===== src/rtl/seg7_scan_driver.sv =====
// ============================================================================
// seg7_scan_driver : 4-digit multiplexed 7-segment driver with double-buffered
//                    value, leading-zero blanking and brightness window.
// Revision: 1.0
// ============================================================================
`default_nettype none

module seg7_scan_driver #(
  parameter int          NUM_DIGITS  = 4,
  parameter logic [15:0] REFRESH_DIV = 16'd2500
) (
  input  logic                    clk,
  input  logic                    rst_n,
  input  logic                    load,
  input  logic [4*NUM_DIGITS-1:0] value,
  input  logic                    blank_lz,
  input  logic [2:0]              brightness,
  output logic [6:0]              segments,
  output logic [NUM_DIGITS-1:0]   digit_en,
  output logic                    frame_done
);

  localparam logic [1:0]  LAST_IDX  = 2'(NUM_DIGITS - 1);
  localparam logic [15:0] SLOT_LAST = REFRESH_DIV - 16'd1;

  logic [15:0]              div_cnt_q, div_cnt_d;
  logic [1:0]               idx_q, idx_d;
  logic [4*NUM_DIGITS-1:0]  shadow_q, shadow_d;
  logic [4*NUM_DIGITS-1:0]  active_q, active_d;
  logic                     pending_q, pending_d;
  logic [6:0]               segments_q, segments_d;
  logic [NUM_DIGITS-1:0]    digit_en_q, digit_en_d;
  logic                     frame_done_q, frame_done_d;

  logic                     slot_tick;
  logic                     frame_wrap;
  logic [18:0]              on_prod;
  logic [18:0]              on_limit;
  logic                     on_window;
  logic [3:0]               nibble;
  logic                     blank_digit;
  logic [6:0]               pattern;

  function automatic logic [6:0] seg_decode(input logic [3:0] n);
    case (n)
      4'h0: seg_decode = 7'h3F;
      4'h1: seg_decode = 7'h06;
      4'h2: seg_decode = 7'h5B;
      4'h3: seg_decode = 7'h4F;
      4'h4: seg_decode = 7'h66;
      4'h5: seg_decode = 7'h6D;
      4'h6: seg_decode = 7'h7D;
      4'h7: seg_decode = 7'h07;
      4'h8: seg_decode = 7'h7F;
      4'h9: seg_decode = 7'h6F;
      4'hA: seg_decode = 7'h77;
      4'hB: seg_decode = 7'h7C;
      4'hC: seg_decode = 7'h39;
      4'hD: seg_decode = 7'h5E;
      4'hE: seg_decode = 7'h79;
      default: seg_decode = 7'h71;
    endcase
  endfunction

  assign slot_tick  = (div_cnt_q == SLOT_LAST);
  assign frame_wrap = slot_tick && (idx_q == LAST_IDX);

  // Full 19-bit product keeps (brightness+1)*REFRESH_DIV exact before the shift.
  assign on_prod   = (19'(brightness) + 19'd1) * 19'(REFRESH_DIV);
  assign on_limit  = on_prod >> 3;
  assign on_window = (19'(div_cnt_q) < on_limit);

  assign nibble      = active_q[{idx_q, 2'b00} +: 4];
  assign blank_digit = blank_lz && (idx_q != 2'd0) &&
                       ((active_q >> {idx_q, 2'b00}) == '0);
  assign pattern     = blank_digit ? 7'h00 : seg_decode(nibble);

  always_comb begin
    div_cnt_d    = slot_tick ? 16'd0 : div_cnt_q + 16'd1;
    idx_d        = idx_q;
    if (slot_tick) begin
      idx_d = (idx_q == LAST_IDX) ? 2'd0 : idx_q + 2'd1;
    end

    // Frame swap consumes the pre-load shadow; a coincident load re-arms pending.
    active_d  = active_q;
    pending_d = pending_q;
    shadow_d  = shadow_q;
    if (frame_wrap && pending_q) begin
      active_d  = shadow_q;
      pending_d = 1'b0;
    end
    if (load) begin
      shadow_d  = value;
      pending_d = 1'b1;
    end

    digit_en_d   = on_window ? (NUM_DIGITS'(1) << idx_q) : '0;
    segments_d   = on_window ? pattern : 7'h00;
    frame_done_d = frame_wrap;
  end

  always_ff @(posedge clk or negedge rst_n) begin
    if (!rst_n) begin
      div_cnt_q    <= '0;
      idx_q        <= '0;
      shadow_q     <= '0;
      active_q     <= '0;
      pending_q    <= 1'b0;
      segments_q   <= '0;
      digit_en_q   <= '0;
      frame_done_q <= 1'b0;
    end else begin
      div_cnt_q    <= div_cnt_d;
      idx_q        <= idx_d;
      shadow_q     <= shadow_d;
      active_q     <= active_d;
      pending_q    <= pending_d;
      segments_q   <= segments_d;
      digit_en_q   <= digit_en_d;
      frame_done_q <= frame_done_d;
    end
  end

  assign segments   = segments_q;
  assign digit_en   = digit_en_q;
  assign frame_done = frame_done_q;

endmodule

`default_nettype wire


===== config.mk =====
export PLATFORM = sky130hd
export DESIGN_NAME = seg7_scan_driver
export DESIGN_NICKNAME = d
export VERILOG_FILES = /design/src/rtl/seg7_scan_driver.sv
export SDC_FILE = /design/constraint.sdc
export NUM_CORES = 1
export LEC_CHECK = 0
export ABC_AREA = 1
export BUFFER_PORTS_ARGS = -buffer_cell sky130_fd_sc_hd__buf_4
export CAP_MARGIN = 0
export CORE_ASPECT_RATIO = 0.6
export CORE_MARGIN = 3
export CORE_UTILIZATION = 30
export CTS_CLUSTER_SIZE = 20
export DETAILED_ROUTE_END_ITERATION = 10
export GPL_TIMING_DRIVEN = 0
export SYNTH_ARGS = -nofsm -noshare
export SYNTH_HDL_FRONTEND = slang
export SYNTH_SLANG_ARGS = --single-unit
export TNS_END_PERCENT = 20

===== constraint.sdc =====
create_clock -name clk -period 3.7 [get_ports clk]
set_input_delay 0.185 -clock clk [delete_from_list [all_inputs] [get_ports clk]]
set_output_delay 0.185 -clock clk [all_outputs]
set_load 0.05 [all_outputs]

==> results of run 1 <==
==> flip-flops by register name (all words and copies together) (netlist names) <==
signal / flops
active_q: 16
div_cnt_q: 16
shadow_q: 16
segments: 7
digit_en: 4
idx_q: 2
frame_done: 1
pending_q: 1
==> worst max path at each step <==
| stage | to | slack [ns] |
|---|---|---|
| floorplan | segments[0]$_DFF_PN0_ | 0.30 |
| global placement | segments[3]$_DFF_PN0_ | -0.21 |
| detailed placement | digit_en[3]$_DFF_PN0_ | -0.33 |
| CTS | digit_en[3]$_DFF_PN0_ | 0.02 |
| global route | digit_en[3]$_DFF_PN0_ | 0.02 |
| finish | digit_en[3]$_DFF_PN0_ | 0.21 |
==> report_power, final <==
group / leakage, nW / switching, mW / internal (mW)
combinational: 1.39 / 0.113 / 0.0779
sequential: 0.796 / 0.0107 / 0.710
clock: 0.140 / 0.296 / 0.539
==> layout make-up <==
cell class | instances | area [µm²]
inverter | 55 | 206
clock buffer | 13 | 250
clock inverter | 3 | 42.5
multi-input combinational | 343 | 1880
fill | 1209 | 7180
sequential | 63 | 1580
buffer | 9 | 75.1
tap | 160 | 200
timing repair buffer | 35 | 265
==> timing repair <==
action	CTS	global route
buffers inserted	0	1
hold buffers	1	0
hold endpoints to repair	63	0
gates resized for setup	0	6
setup endpoints to repair	0	10
==> cell usage after synthesis <==
| cell type | n |
|---|---|
| a21oi_1 | 10 |
| a31oi_1 | 1 |
| buf_2 | 1 |
| buf_4 | 1 |
| buf_6 | 4 |
| clkbuf_1 | 3 |
| clkinv_1 | 1 |
| dfrtp_1 | 63 |
| ha_1 | 35 |
| inv_1 | 50 |
| inv_2 | 4 |
| nand2_1 | 165 |
| nand2_2 | 7 |
| nand3_1 | 28 |
| nand4_1 | 3 |
| nor2_1 | 42 |
| nor2_2 | 2 |
| nor3_1 | 7 |
| nor3_4 | 1 |
| nor3b_1 | 1 |
| nor4_1 | 1 |
| o211ai_1 | 1 |
| o21ai_0 | 8 |
| o21ai_2 | 14 |
| o21bai_1 | 2 |
| or2_2 | 1 |
| xnor2_1 | 4 |
| xor2_1 | 10 |
==> worst register-to-register path, delay by kind of cell (launching register included) <==
kind                       cells  cell delay, ns
and+or+nand+nor                9            1.19
buffers and inverters          2            0.26
DFF                            1            0.45
adders and majority gates      1            0.28
==> cells in the final DEF (no fill, tap or decap) <==
cell type / n
nand2_1: 165
dfrtp_1: 63
inv_1: 49
nor2_1: 42
buf_4: 35
ha_1: 34
nand3_1: 28
o21ai_2: 14
a21oi_1: 10
xor2_1: 9
clkbuf_16: 9
o21ai_0: 8
nor3_1: 7
nand2_2: 7
clkbuf_1: 6
inv_2: 5
buf_6: 5
xnor2_1: 4
nand4_1: 3
o21bai_1: 2
nor2_2: 2
xor2_2: 1
o211ai_1: 1
or2_2: 1
nor4_1: 1
a31oi_1: 1
nor3b_1: 1
clkinv_1: 1
nor3_4: 1
ha_2: 1
clkbuf_8: 1
clkinv_2: 1
clkinvlp_4: 1
bufinv_16: 1
dlygate4sd3_1: 1
==> per-stage QoR <==
stage	worst slack, ns	util [%]
global route	0.0238	38.5
global placement	-0.213	35.7
CTS	0.0175	38.3
floorplan	0.300	-
detailed placement	-0.326	35.7
finish	0.213	38.5
==> layer usage <==
metal / wire length, µm / track usage [%] / vias to the layer above / share of wire (%)
li1: - / - / 1568 / -
met1: 4600 / 20.8 / 1337 / 55
met2: 3060 / 16.4 / 76 / 37
met3: 607 / 4.94 / 4 / 7.3
met4: 39 / 2.59 / 0 / 0.47
met5: 0 / 0 / - / 0
==> logic make-up after synthesis <==
group,synth area share (%)
simple gates,28.6
compound gates,6.50
xor+xnor,3.30
flops,42.4
fa+ha+maj,11.8
buf+inv,7.40
==> summary.md, run 1 <==
| Metric | Value |
|---|---|
| Status | `completed` |
| GP Congestion | `0.910` |
| Design Area, Final | `4490 µm²` |
| CTS tree | `done` |
| Starting Density | `31.8%` |
| Peak VDD IR | `0.000170 V` |
| FP Rows | `30` |
| Yosys cell types | `28` |
| Initial DRT Pass Iterations | `5` |
| Via/cell ratio | `4.38` |
| Final Hold Viols | `0` |
| Placed cells | `663` |
| Clk sinks | `63` |
| Share of the synthesized area in the top cell type | `42.4%` |
| Final Cycle Share | `94.2%` |
| Worst path bufs/invs | `4` |
| First-pass GRT wire length | `14300 µm` |
| Final Instance Count excl. Fillers | `681` |
| Net count, final | `574` |
| Slew @ Worst Pin | `0.819 ns` |
| Grt total ovfl | `0` |
| FF+latch count, synth | `63` |
| Post-synth top area cell | `dfrtp_1` |
| CP Launch Type | `input pin` |
| Total GRT Usage | `13.1%` |
| Die W | `150 µm` |
| Final Skew | `0.00603 ns` |
| Lkg Pwr | `2.33 nW` |
| Wirelength per Cell | `12.2 µm` |
| Die area | `13800 µm²` |
| WP data arrival | `3.69 ns` |
| Share of cells above drive strength 1 | `16.3%` |
| Max_cap viols | `0` |
| Num CTS Buffers | `9` |
| R2R depth | `12` |
| Hold WS | `0.0461 ns` |
| Unrepaired setup endpoints after global routing | `false` |
| Slowest-stage cell, CP | `ha_1` |
| 1st-iter DRT viols | `199` |
| CP most frequent cell | `ha_1` |
| Reg-to-reg endpoint | `segments[6]$_DFF_PN0_` |
| Max Fclk | `287 MHz` |
| Power consumption | `1.75 mW` |
| Initial antenna violation count | `0` |
| Avg Cell Area, Syn | `7.91 µm²` |
| Placed Area | `4170 µm²` |
| DR DRC count | `0` |
| Synthesis Warnings | `0` |
| Hold Crit Start | `value[6]` |
| Post-route minimum period | `3.49 ns` |
| Number of cells on the critical path | `21` |
| Register-to-register setup slack | `1.40 ns` |
| Largest delay share family, worst path | `adder cells` |
| Max-slew violation count | `0` |
| CP peak stage delay | `0.33 ns` |
| Vias in the first global route | `2904` |
| Hold path depth | `3` |
| Synth area leaders | `dfrtp_1 (42%), nand2_1 (17%), ha_1 (12%)` |
| CTS H-tree depth | `3` |
| Power Dens Cells | `389 nW/µm²` |
| Root Driver | `clkbuf_16` |
| Die height | `92.2 µm` |
| Largest net degree at the start of global routing | `64` |
| Critical-path cell list | `buf_4 > ha_2 > xor2_2 > inv_2 > ha_1 > inv_1 > ha_1 > o21bai_1 > ha_1 > ha_1 > a21oi_1 > o211ai_1 > nand2_1 > xor2_1 > ha_1 > nand2_1 > nor3_1 > nand2_1 > nand2_1 > buf_6 > nor2_1` |
| Hold Path Sink | `shadow_q[6]$_DFFE_PN0P_` |
| Clock transition at path regs | `0.05 ns` |
| Core ar. | `11700 µm²` |
| # diodes | `0` |
| Routed vias | `2985` |
| Worst skew pair latency | `0.33 ns` |
| CP Capture Type | `flip-flop` |
| Port bufs | `33` |
| WL final | `8310 µm` |
| HP Class | `input pin to flip-flop` |
| Maximum fanout along the worst path | `10` |
| Syn_nets | `528` |
| Post-DP HPWL | `6350 µm` |
| Layout area overhead | `20.8%` |
| Worst Setup SP | `brightness[0]` |
| DRT antenna net count | `0` |
| Post-synthesis sequential area ratio | `42.4%` |
| Synth Instances | `470` |
| Io pins | `35` |
| CP required | `3.91 ns` |
| Setup CP Type | `input pin to flip-flop` |
| Longest Clk Path Bufs | `2` |
| Final setup vio count | `0` |
| Synthesized area | `3720 µm²` |
| Worst R2R Start | `idx_q[0]$_DFFE_PN0N_` |
| Slew headroom | `45.4%` |
| TNS Setup | `0 ns` |
Note: power is estimated with default switching activity, not from simulation.
==> run 2: changes to the inputs <==
--- a/config.mk
+++ b/config.mk
@@ -13,7 +13,6 @@
 export CORE_UTILIZATION = 30
 export CTS_CLUSTER_SIZE = 20
 export DETAILED_ROUTE_END_ITERATION = 10
-export GPL_TIMING_DRIVEN = 0
 export SYNTH_ARGS = -nofsm -noshare
 export SYNTH_HDL_FRONTEND = slang
 export SYNTH_SLANG_ARGS = --single-unit
==> run 2 against run 1 <==
  * Final cell count shrank 1.0%
  * Combinational power is essentially flat
  * First-iteration DRC count is 24% higher
  * Fmax increased by 3.0%
  * Critical path depth is 1 lower
  * Register-to-register slack lost 0.20 ns
  * Non-clock buffer count decreased by 6
  * Global-route usage is 0.34 points lower
  * Core utilization down 0.66 points
  * Critical endpoint is now segments[3]$_DFF_PN0_
==> summary.md, run 2 (synthesis results as in run 1) <==
| Metric | Value |
|---|---|
| Die height | `92.2 µm` |
| Slowest-stage cell, CP | `ha_1` |
| Slew headroom | `46.5%` |
| Post-CTS Setup Inserts | `0` |
| Clock transition at path regs | `0.05 ns` |
| Most common cell after layout, fill and taps aside | `nand2_1` |
| Total GRT Usage | `12.8%` |
| Power Dens Cells | `382 nW/µm²` |
| Final Hold Viols | `0` |
| Final worst setup slack | `0.315 ns` |
| GP Congestion | `0.864` |
| Commonest cells after routing, fill and taps aside | `nand2_1 (164), dfrtp_1 (63), inv_1 (50)` |
| Io pins | `35` |
| Share of cells above drive strength 1 | `15.8%` |
| Placed cells | `658` |
| FP Rows | `30` |
| Max-slew violation count | `0` |
| Slew @ Worst Pin | `0.802 ns` |
| Final Skew | `0.00726 ns` |
| Post-DP HPWL | `6040 µm` |
| Post-route minimum period | `3.38 ns` |
| Initial DRT Pass Iterations | `4` |
| WP data arrival | `3.64 ns` |
| WL final | `8000 µm` |
| Via/cell ratio | `4.41` |
| Switching part of the total | `24.6%` |
| DRT antenna net count | `0` |
| CP most frequent cell | `ha_1` |
| Setup CP Type | `input pin to flip-flop` |
| Clk sinks | `63` |
| Longest Clk Path Bufs | `2` |
| 1st-iter DRT viols | `246` |
| Peak VDD IR | `0.000205 V` |
| Largest net degree at the start of global routing | `64` |
| CP Launch Type | `input pin` |
| Port bufs | `34` |
| CTS tree | `done` |
| # diodes | `0` |
| Num CTS Buffers | `9` |
| Unrepaired setup endpoints after global routing | `false` |
| Grt total ovfl | `0` |
| CP peak stage delay | `0.33 ns` |
| Wirelength per Cell | `11.9 µm` |
| Die area | `13800 µm²` |
| Worst Setup SP | `brightness[0]` |
| Flop pwr share | `42.7%` |
| Cell internal pwr | `1.27 mW` |
| Max_cap viols | `0` |
| Vias in the first global route | `2888` |
| Root Driver | `clkbuf_16` |
| Setup WS pre-CTS | `-0.105 ns` |
| Core ar. | `11700 µm²` |
| Final Instance Count excl. Fillers | `674` |
| Layout area overhead | `18.7%` |
| CP Capture Type | `flip-flop` |
| Routed vias | `2970` |
| Max Fclk | `295 MHz` |
| Die W | `150 µm` |
| R2R depth | `11` |
| Logic pwr share | `11.3%` |
| Hold Crit Start | `value[10]` |
| Hold WS | `0.0520 ns` |
| Final Cycle Share | `91.5%` |
| Clk pwr share | `46.0%` |
| CP required | `3.95 ns` |
| Net count, final | `568` |
| Final setup vio count | `0` |
| Worst R2R Start | `idx_q[0]$_DFFE_PN0N_` |
| Initial antenna violation count | `0` |
| Switching power | `0.415 mW` |
| Top flop regs | `active_q (16), div_cnt_q (16), shadow_q (16)` |
| Starting Density | `31.8%` |
| HP Class | `input pin to flip-flop` |
| CTS H-tree depth | `3` |
| Register-to-register setup slack | `1.20 ns` |
| First-pass GRT wire length | `14000 µm` |
| Reg-to-reg endpoint | `segments[5]$_DFF_PN0_` |
| Critical-path cell list | `buf_4 > ha_1 > xor2_1 > inv_1 > ha_1 > inv_1 > ha_1 > o21bai_1 > ha_1 > ha_1 > a21oi_1 > o211ai_1 > nand2_1 > xor2_1 > ha_1 > a21oi_1 > o21ai_0 > nor2_1 > nand2_2 > nor2_1` |
| Maximum fanout along the worst path | `11` |
| Status | `completed` |
| Worst skew pair latency | `0.33 ns` |
| Lkg Pwr | `2.30 nW` |
| Worst Setup EP | `segments[3]$_DFF_PN0_` |
| DR DRC count | `0` |
## run 2: cell count changes in the layout (fill, tap and decap cells not counted), sizes merged
cell,change
buf,-3
bufinv,-1
clkbuf,-4
clkinv,+2
clkinvlp,-1
## run 2: layout make-up
type | instances | area [µm²]
fill | 1203 | 7260
timing repair buffer | 38 | 288
multi-input combinational | 343 | 1870
clock buffer | 12 | 256
inverter | 55 | 206
clock inverter | 3 | 18.8
tap | 160 | 200
sequential | 63 | 1580
## run 2: through the flow
stage	power [mW]	utilization (%)	setup TNS (ns)	area [µm²]
3_5_place_dp	0.925	35.3	-0.942	4130
6_report	1.69	37.8	0	4410
5_1_grt	1.78	37.8	0	4410
4_1_cts	1.72	37.8	0	4410
3_3_place_gp	0.915	35.3	0	4130
2_1_floorplan	0.852	-	0	3720
## run 2: how the worst min path moves through the flow
stage	cells after the start	end	slack (ns)
after global routing	3	shadow_q[10]$_DFFE_PN0P_	0.04
after global placement	1	shadow_q[10]$_DFFE_PN0P_	0.31
after CTS	3	shadow_q[5]$_DFFE_PN0P_	0.03
final	3	shadow_q[10]$_DFFE_PN0P_	0.05
after floorplan	0	active_q[0]$_DFFE_PN0P_	-0.11
after detailed placement	1	shadow_q[11]$_DFFE_PN0P_	0.33
## run 2: timing repair
item / CTS / global route
hold endpoints to repair: 63 / 0
hold buffers: 1 / 0
resized for setup: 0 / 1
endpoints found under the setup margin: 0 / 11
## run 2: routing by layer
metal | part of all wire (%) | track usage [%]
met5 | 0 | 0
met4 | 0.76 | 3.27
met3 | 5.7 | 4.40
met2 | 38 | 17.0
met1 | 56 | 19.4
## run 2: power by group through the flow
| stage | clock network (mW) | logic [mW] | registers [mW] |
|---|---|---|---|
| 6_report | 0.776 | 0.191 | 0.720 |
| 5_1_grt | 0.834 | 0.224 | 0.722 |
| 4_1_cts | 0.802 | 0.195 | 0.720 |
| 3_5_place_dp | 0 | 0.194 | 0.732 |
| 3_3_place_gp | 0 | 0.184 | 0.731 |
| 2_1_floorplan | 0 | 0.108 | 0.744 |
## run 2: critical path: cells and delay by family
family,cells,cell delay [ns]
adders and majority gates,6,1.59
buffers and inverters,3,0.27
xor gates and xnor gates,2,0.34
AOI/OAI and AO/OA,5,0.70
and+or+nand+nor,4,0.54
